**src/rtl/imem_boot_loader.sv**
```systemverilog
// Boot loader: accepts a program over a valid/ready stream, writes it into
// instruction memory, then enables the core for a bounded or halt-ended run.
module imem_boot_loader #(
    parameter int DATA_W     = 32,
    parameter int ADDR_W     = 7,
    parameter int DEPTH      = 128,
    parameter int RUN_CYCLES = 357,
    parameter int AUTO_RUN   = 1
) (
    input  logic                clk,
    input  logic                rst,
    input  logic                load_req,
    input  logic                s_valid,
    output logic                s_ready,
    input  logic [DATA_W-1:0]   s_data,
    input  logic                s_last,
    input  logic                start,
    input  logic                halt,
    output logic                inst_wen,
    output logic [ADDR_W-1:0]   inst_addr,
    output logic [DATA_W-1:0]   inst_data,
    output logic                enb,
    output logic                done,
    output logic                err,
    output logic [ADDR_W:0]     word_cnt,
    output logic [31:0]         cycle_cnt
);

    typedef enum logic [2:0] {
        IDLE,
        LOAD,
        WAIT_START,
        RUN,
        DONE,
        ERR
    } state_t;

    localparam logic [ADDR_W:0] LAST_IDX  = (ADDR_W+1)'(DEPTH - 1);
    localparam logic [ADDR_W:0] WORD_ONE  = (ADDR_W+1)'(1);
    localparam logic [31:0]     RUN_LIMIT = 32'(RUN_CYCLES);
    localparam logic [31:0]     CNT_MAX   = '1;

    state_t state;

    function automatic logic [31:0] sat_inc(input logic [31:0] v);
        return (v == CNT_MAX) ? v : v + 32'd1;
    endfunction

    // Ready depends on state only, so the upstream source never sees a loop.
    assign s_ready = (state == LOAD);

    always_ff @(posedge clk or posedge rst) begin
        if (rst) begin
            state     <= IDLE;
            inst_wen  <= 1'b0;
            inst_addr <= '0;
            inst_data <= '0;
            enb       <= 1'b0;
            done      <= 1'b0;
            err       <= 1'b0;
            word_cnt  <= '0;
            cycle_cnt <= '0;
        end else begin
            inst_wen <= 1'b0;
            case (state)
                IDLE, DONE, ERR: begin
                    if (load_req) begin
                        word_cnt  <= '0;
                        cycle_cnt <= '0;
                        done      <= 1'b0;
                        err       <= 1'b0;
                        state     <= LOAD;
                    end
                end
                LOAD: begin
                    if (s_valid) begin
                        inst_wen  <= 1'b1;
                        inst_addr <= word_cnt[ADDR_W-1:0];
                        inst_data <= s_data;
                        word_cnt  <= word_cnt + WORD_ONE;
                        if (s_last) begin
                            if (AUTO_RUN != 0) begin
                                enb   <= 1'b1;
                                state <= RUN;
                            end else begin
                                state <= WAIT_START;
                            end
                        end else if (word_cnt == LAST_IDX) begin
                            err   <= 1'b1;
                            state <= ERR;
                        end
                    end
                end
                WAIT_START: begin
                    if (start) begin
                        enb   <= 1'b1;
                        state <= RUN;
                    end
                end
                RUN: begin
                    // A reload aborts the run outright; the aborted run never reports done.
                    if (load_req) begin
                        enb       <= 1'b0;
                        word_cnt  <= '0;
                        cycle_cnt <= '0;
                        state     <= LOAD;
                    end else begin
                        cycle_cnt <= sat_inc(cycle_cnt);
                        if (halt || (RUN_CYCLES > 0 && sat_inc(cycle_cnt) == RUN_LIMIT)) begin
                            enb   <= 1'b0;
                            done  <= 1'b1;
                            state <= DONE;
                        end
                    end
                end
                default: state <= IDLE;
            endcase
        end
    end

endmodule

```
**config.mk**
```make
export PLATFORM = sky130hd
export DESIGN_NAME = imem_boot_loader
export DESIGN_NICKNAME = d
export VERILOG_FILES = /design/src/rtl/imem_boot_loader.sv
export SDC_FILE = /design/constraint.sdc
export NUM_CORES = 1
export LEC_CHECK = 0
export CORE_MARGIN = 2
export CORE_UTILIZATION = 40
export CTS_CLUSTER_DIAMETER = 100
export CTS_CLUSTER_SIZE = 20
export DETAILED_ROUTE_END_ITERATION = 8
export GPL_TIMING_DRIVEN = 0
export HOLD_SLACK_MARGIN = 0.12
export PLACE_DENSITY = 0.7
export SLEW_MARGIN = 10
export SYNTH_ARGS = -nofsm -noshare
export SYNTH_HDL_FRONTEND = slang
export SYNTH_SLANG_ARGS = --single-unit
```
**constraint.sdc**
```tcl
create_clock -name clk -period 2.66 [get_ports clk]
set_input_delay 0.532 -clock clk [delete_from_list [all_inputs] [get_ports clk]]
set_output_delay 0.532 -clock clk [all_outputs]
set_load 0.05 [all_outputs]
```
== Yosys cells after proc, flatten, opt, wreduce, memory -nomap -nowiden ==
Index checks and enable logic that the tools add are counted.

* $add $sub $neg: 2
* Multipliers: 0
* Div/mod/pow operators: 0
* $lt $le $gt $ge: 0
* Equal/unequal tests: 19
* Shift-type cells: 0
* Multiplexer cells: 31
* Bitwise gates (word level): 0
* Reduce and logical (&&, ||, !) cells: 15

{| class="wikitable"
|+ Operators with widths
! operator !! number
|-
| $mux 32 || 3
|-
| $pmux 32 s2 || 1
|-
| $add 32x1->32 const B || 1
|-
| $eq 32x32->1 const B || 1
|-
| $eq 32x9->1 const B || 1
|-
| $mux 3 || 7
|-
| $mux 8 || 2
|-
| $pmux 8 s2 || 1
|-
| $reduce_and 5->1 || 3
|-
| $mux 1 || 13
|-
| $ne 2x2->1 const B || 6
|-
| $pmux 3 s4 || 1
|-
| $add 8x1->8 const B || 1
|-
| $eq 8x7->1 const B || 1
|-
| $eq 3x2->1 const B || 2
|-
| $eq 3x3->1 const B || 2
|-
| $ne 2x1->1 const B || 3
|-
| $reduce_bool 2->1 || 3
|-
| $pmux 1 s2 || 2
|-
| $reduce_and 2->1 || 2
|-
| $reduce_and 4->1 || 1
|-
| $reduce_or 4->1 || 1
|-
| $eq 3x1->1 const B || 1
|-
| $logic_not 3->1 || 1
|-
| other kinds (7) || 7
|}

* Register bits after elaboration: 86
* Bits in latches: 0
* RAM bits: 0
* ROM bits: 0
* Output and inout bits: 84
* Logic and storage cells: 76
* Memories: 0

== Depth between registers and ports, before layout ==
* Word-level depth: 7
* Mapped depth: 10
* Gate-level depth less buffers: 9

== Worst setup path before layout ==
No wires, ideal clock.

* Path type: register to register
* Start point: reg cycle_cnt[0]
* End point: reg state[0]
* Arrival: 3157 ps
* Required time: 2536 ps
* Path slack: -621 ps
* Cell stages (with the launch flop): 11
* Path buffers: 1
* Period minus slack after synthesis: 3281 ps
* Cells stage by stage: dfrtp_1 > ha_1 > nand3_2 > nor4_4 > and4_1 > buf_4 > nor3_1 > xor2_1 > or4_1 > o31a_1 > o31a_1

* Cells in the longest elaborated chain, start to end: 6

{| class="wikitable"
|+ Ends and longest elaborated chain
! what !! RTL line !! source
|-
| start: declaration || 26 || <nowiki>output logic [31:0] cycle_cnt</nowiki>
|-
| start signal: assignment || 108 || <nowiki>cycle_cnt <= sat_inc(cycle_cnt);</nowiki>
|-
| $add 32x1->32 / $eq 32x32->1 (equally long branches) || 46 || <nowiki>return (v == CNT_MAX) ? v : v + 32'd1;</nowiki>
|-
| $mux 32 * || 46 ||
|-
| $eq 32x9->1 * || 109 || <nowiki>if (halt || (RUN_CYCLES > 0 && sat_inc(cycle_cnt) == RUN_LIMIT)) begin</nowiki>
|-
| $logic_or 1x1->1 * || 109 ||
|-
| $ne 3x3->1 (no source line) * || n/a ||
|-
| $reduce_and 5->1 (no source line) * || n/a ||
|-
| end signal: assignment || 106 || <nowiki>state <= LOAD;</nowiki>
|-
| end signal: assignment || 112 || <nowiki>state <= DONE;</nowiki>
|-
| end signal: assignment || 116 || <nowiki>default: state <= IDLE;</nowiki>
|-
| end: declaration || 43 || <nowiki>state_t state;</nowiki>
|}

Mark *: on every way between the ends. The rest lies on a longest branch, timed or not.
A chain may end at the register's enable or synchronous reset.

== Worst setup path in the final report ==
Ends and elaborated chain as after synthesis.

==> impl_metrics.yaml <==
floorplan:
  rows: 39
  start_util_pct: 41.1
  io_pins: 123
  die_h_um: 113
  die_area_sq_um: 12700
  design.core.area_sq_um: 11500
  die_x_um: 113
placed_design:
  port_buffers: 122
  placed_cells: 764
  dp_hpwl_mm: 10.5
  gp_congestion: 0.970
cts:
  numCtsBuffers: 9
  clk_path_buf_depth: 2
  hold_buffers: 0
  htreeDepth: 3
  clk_pin_slew_ns: 0.06
  clkLatencyLatePin_ns: 0.35
  tritoncts: "done"
  cts_sinks: 86
  cts_root_buf: "clkbuf_16"
layout:
  layout_commonest_cell: "clkdlybuf4s50_1"
  layout_common_cells: "121 x clkdlybuf4s50_1, 56 x dfrtp_1, 51 x o21ai_0"
  stdcell_count: 824
  area_growth_pct: 52.3
  nets: 717
  drive_above_1_share_pct: 28.6
  diodes: 0
pwr:
  leakagePower_nw: 2.84
  power_density_nw_per_um2: 878
  ir_worst_vdd_v: 0.000917
  p_total_mw: 6.30
setup_path:
  crit_family: "simple AND/OR/NAND/NOR gates"
  crit_buf_inv: 2
  path_cells: "ha_4 -> nand3_4 -> nor4_4 -> and4_1 -> buf_6 -> nor2_4 -> buf_6 -> a31oi_2 -> or4_4 -> o31a_1 -> o31a_1"
  end_kind: "flip-flop"
  cp.required_ns: 2.89
  arrival_ns: 3.06
  rrSetupSlack_ns: -0.17
  max_stage_delay_ns: 0.56
  critPathKind: "reg -> reg"
  critPathSlowestCell: "or4_4"
  worstPathMaxFanout: 5
  start_kind: "flip-flop"
sta:
  period_share_pct: 106
  slew_violations: 0
  rsz0062_at_grt: "yes"
  skew_ns: 0.00642
  post-route-min-period_ns: 2.83
  tightestPinTransition_ns: 0.748
  holdWs_ns: 0.503
  max-slew-margin-rel_pct: 50.0
  setup_ws_ns: -0.167
  hold_viol_final: 0
  max_freq_mhz: 354
  finalSetupViolCount: 3
synth:
  synth_edf_count: 0
  syn_area_sq_um: 4710
  synth_area_leader_cell: "dfrtp_1"
  netlist_instances: 497
  synth.avg_cell_area_sq_um: 9.48
  synth_area_leaders: "dfrtp_1 46%, mux2_2 9.6%, o21ai_0 5.5%"
  syn_nets: 538
  ys_ff_latch: 86
  yosysTopAreaCellShare_pct: 45.7
  synthArstFlopShare_pct: 100
  yosysSeqAreaShare_pct: 45.7
  synthFlopType: "dfrtp_1"
  ys_types: 56
  ys_warn_count: 0
status:
  status: "finished with violations"
  violations: "negative setup slack"
global_route:
  grtUsageTotal_pct: 24.1
  grt_pass1_wl_mm: 24.4
  antenna_found_initial: 0
  gr-total-overflow: 0
  grt_max_degree: 36
  first_global_vias: 4548
run:
  cap_violations: 0
routing:
  routed_wl_mm: 15.3
  first_iter_violations: 504
  drtAntennaViolNets: 0
  dr.pass1.iters: 8
  via_count: 4805
  wl_per_cell_um: 18.5
  vias_per_cell: 5.83
  drc: 0
hold_path:
  hp-class: "reg -> reg"
## synth_stat cells, types with 4 or more instances
library cell / count
nor4_1: 5
nand4_1: 18
dfrtp_1: 86
or3_1: 4
nor2b_1: 5
o31ai_1: 10
a21oi_1: 23
and3_1: 11
buf_2: 12
inv_1: 6
nand2_1: 50
mux2_2: 40
o21ai_0: 52
xnor2_1: 8
nor3_1: 12
a22o_1: 4
clkbuf_1: 12
nor2_1: 33
nand3_1: 20
and4_1: 5
xor2_1: 8
a31oi_1: 17
## where the power goes
part	switching [mW]	internal, mW
combinational	2.03	1.15
clock	0.559	0.663
sequential	0.225	1.66
## cell type report
class / instances / area [sq um]
well taps: 143 / 179
repair buffers: 174 / 1650
inverters: 7 / 30.0
fillers: 964 / 4290
flip-flops and latches: 86 / 2190
clock inverters: 6 / 45.0
multi-input cells: 375 / 2700
clock buffers: 10 / 239
plain buffers: 23 / 149
## worst paths after layout
kind                              startpoint       endpoint  depth (start not counted)
worst max-delay path            cycle_cnt[0]       state[0]                         11
worst min-delay path            inst_data[8]   inst_data[8]                          1
worst max register to register  cycle_cnt[0]       state[0]                         11
worst min register to register  inst_data[8]   inst_data[8]                          1
max in group asynchronous                rst  cycle_cnt[10]                          3
min in group asynchronous                rst   cycle_cnt[2]                          2
## sequential cells by signal, summed over array words and instances, names as in the netlist
signal / count
done: 1
inst_wen: 1
inst_data: 32
cycle_cnt: 32
inst_addr: 7
word_cnt: 8
err: 1
state: 3
enb: 1
## layer usage
metal	vias to the layer above	track usage (%)	wire length [um]
met4	0	9.92	452
met1	2298	32.2	6400
met5	-	0	0
met3	41	4.75	1330
li1	2204	-	-
met2	262	38.6	7060
## stage by stage
| step | utilization (%) | setup TNS [ns] | setup slack (ns) | area [sq um] |
|---|---|---|---|---|
| 2_1_floorplan | - | -0.280 | -0.163 | 4850 |
| 3_3_place_gp | 54.5 | -3.27 | -0.495 | 6250 |
| 3_5_place_dp | 54.9 | -3.38 | -0.493 | 6290 |
| 4_1_cts | 60.0 | -0.332 | -0.155 | 6880 |
| 5_1_grt | 62.6 | -0.663 | -0.248 | 7170 |
| 6_report | 62.6 | -0.299 | -0.167 | 7170 |
## cells by family after synthesis
family / synth area share (%)
flops: 45.7
simple gates: 20.2
buf+inv: 3.35
mux: 10.2
xor+xnor: 2.97
fa+ha+maj: 0.531
compound gates: 17.0
## timing repair
item	CTS	global route
pin swaps	16	19
setup buffers	19	31
setup endpoints to repair	7	14
gates resized for setup	32	25
(Power assumes the default switching activity.)
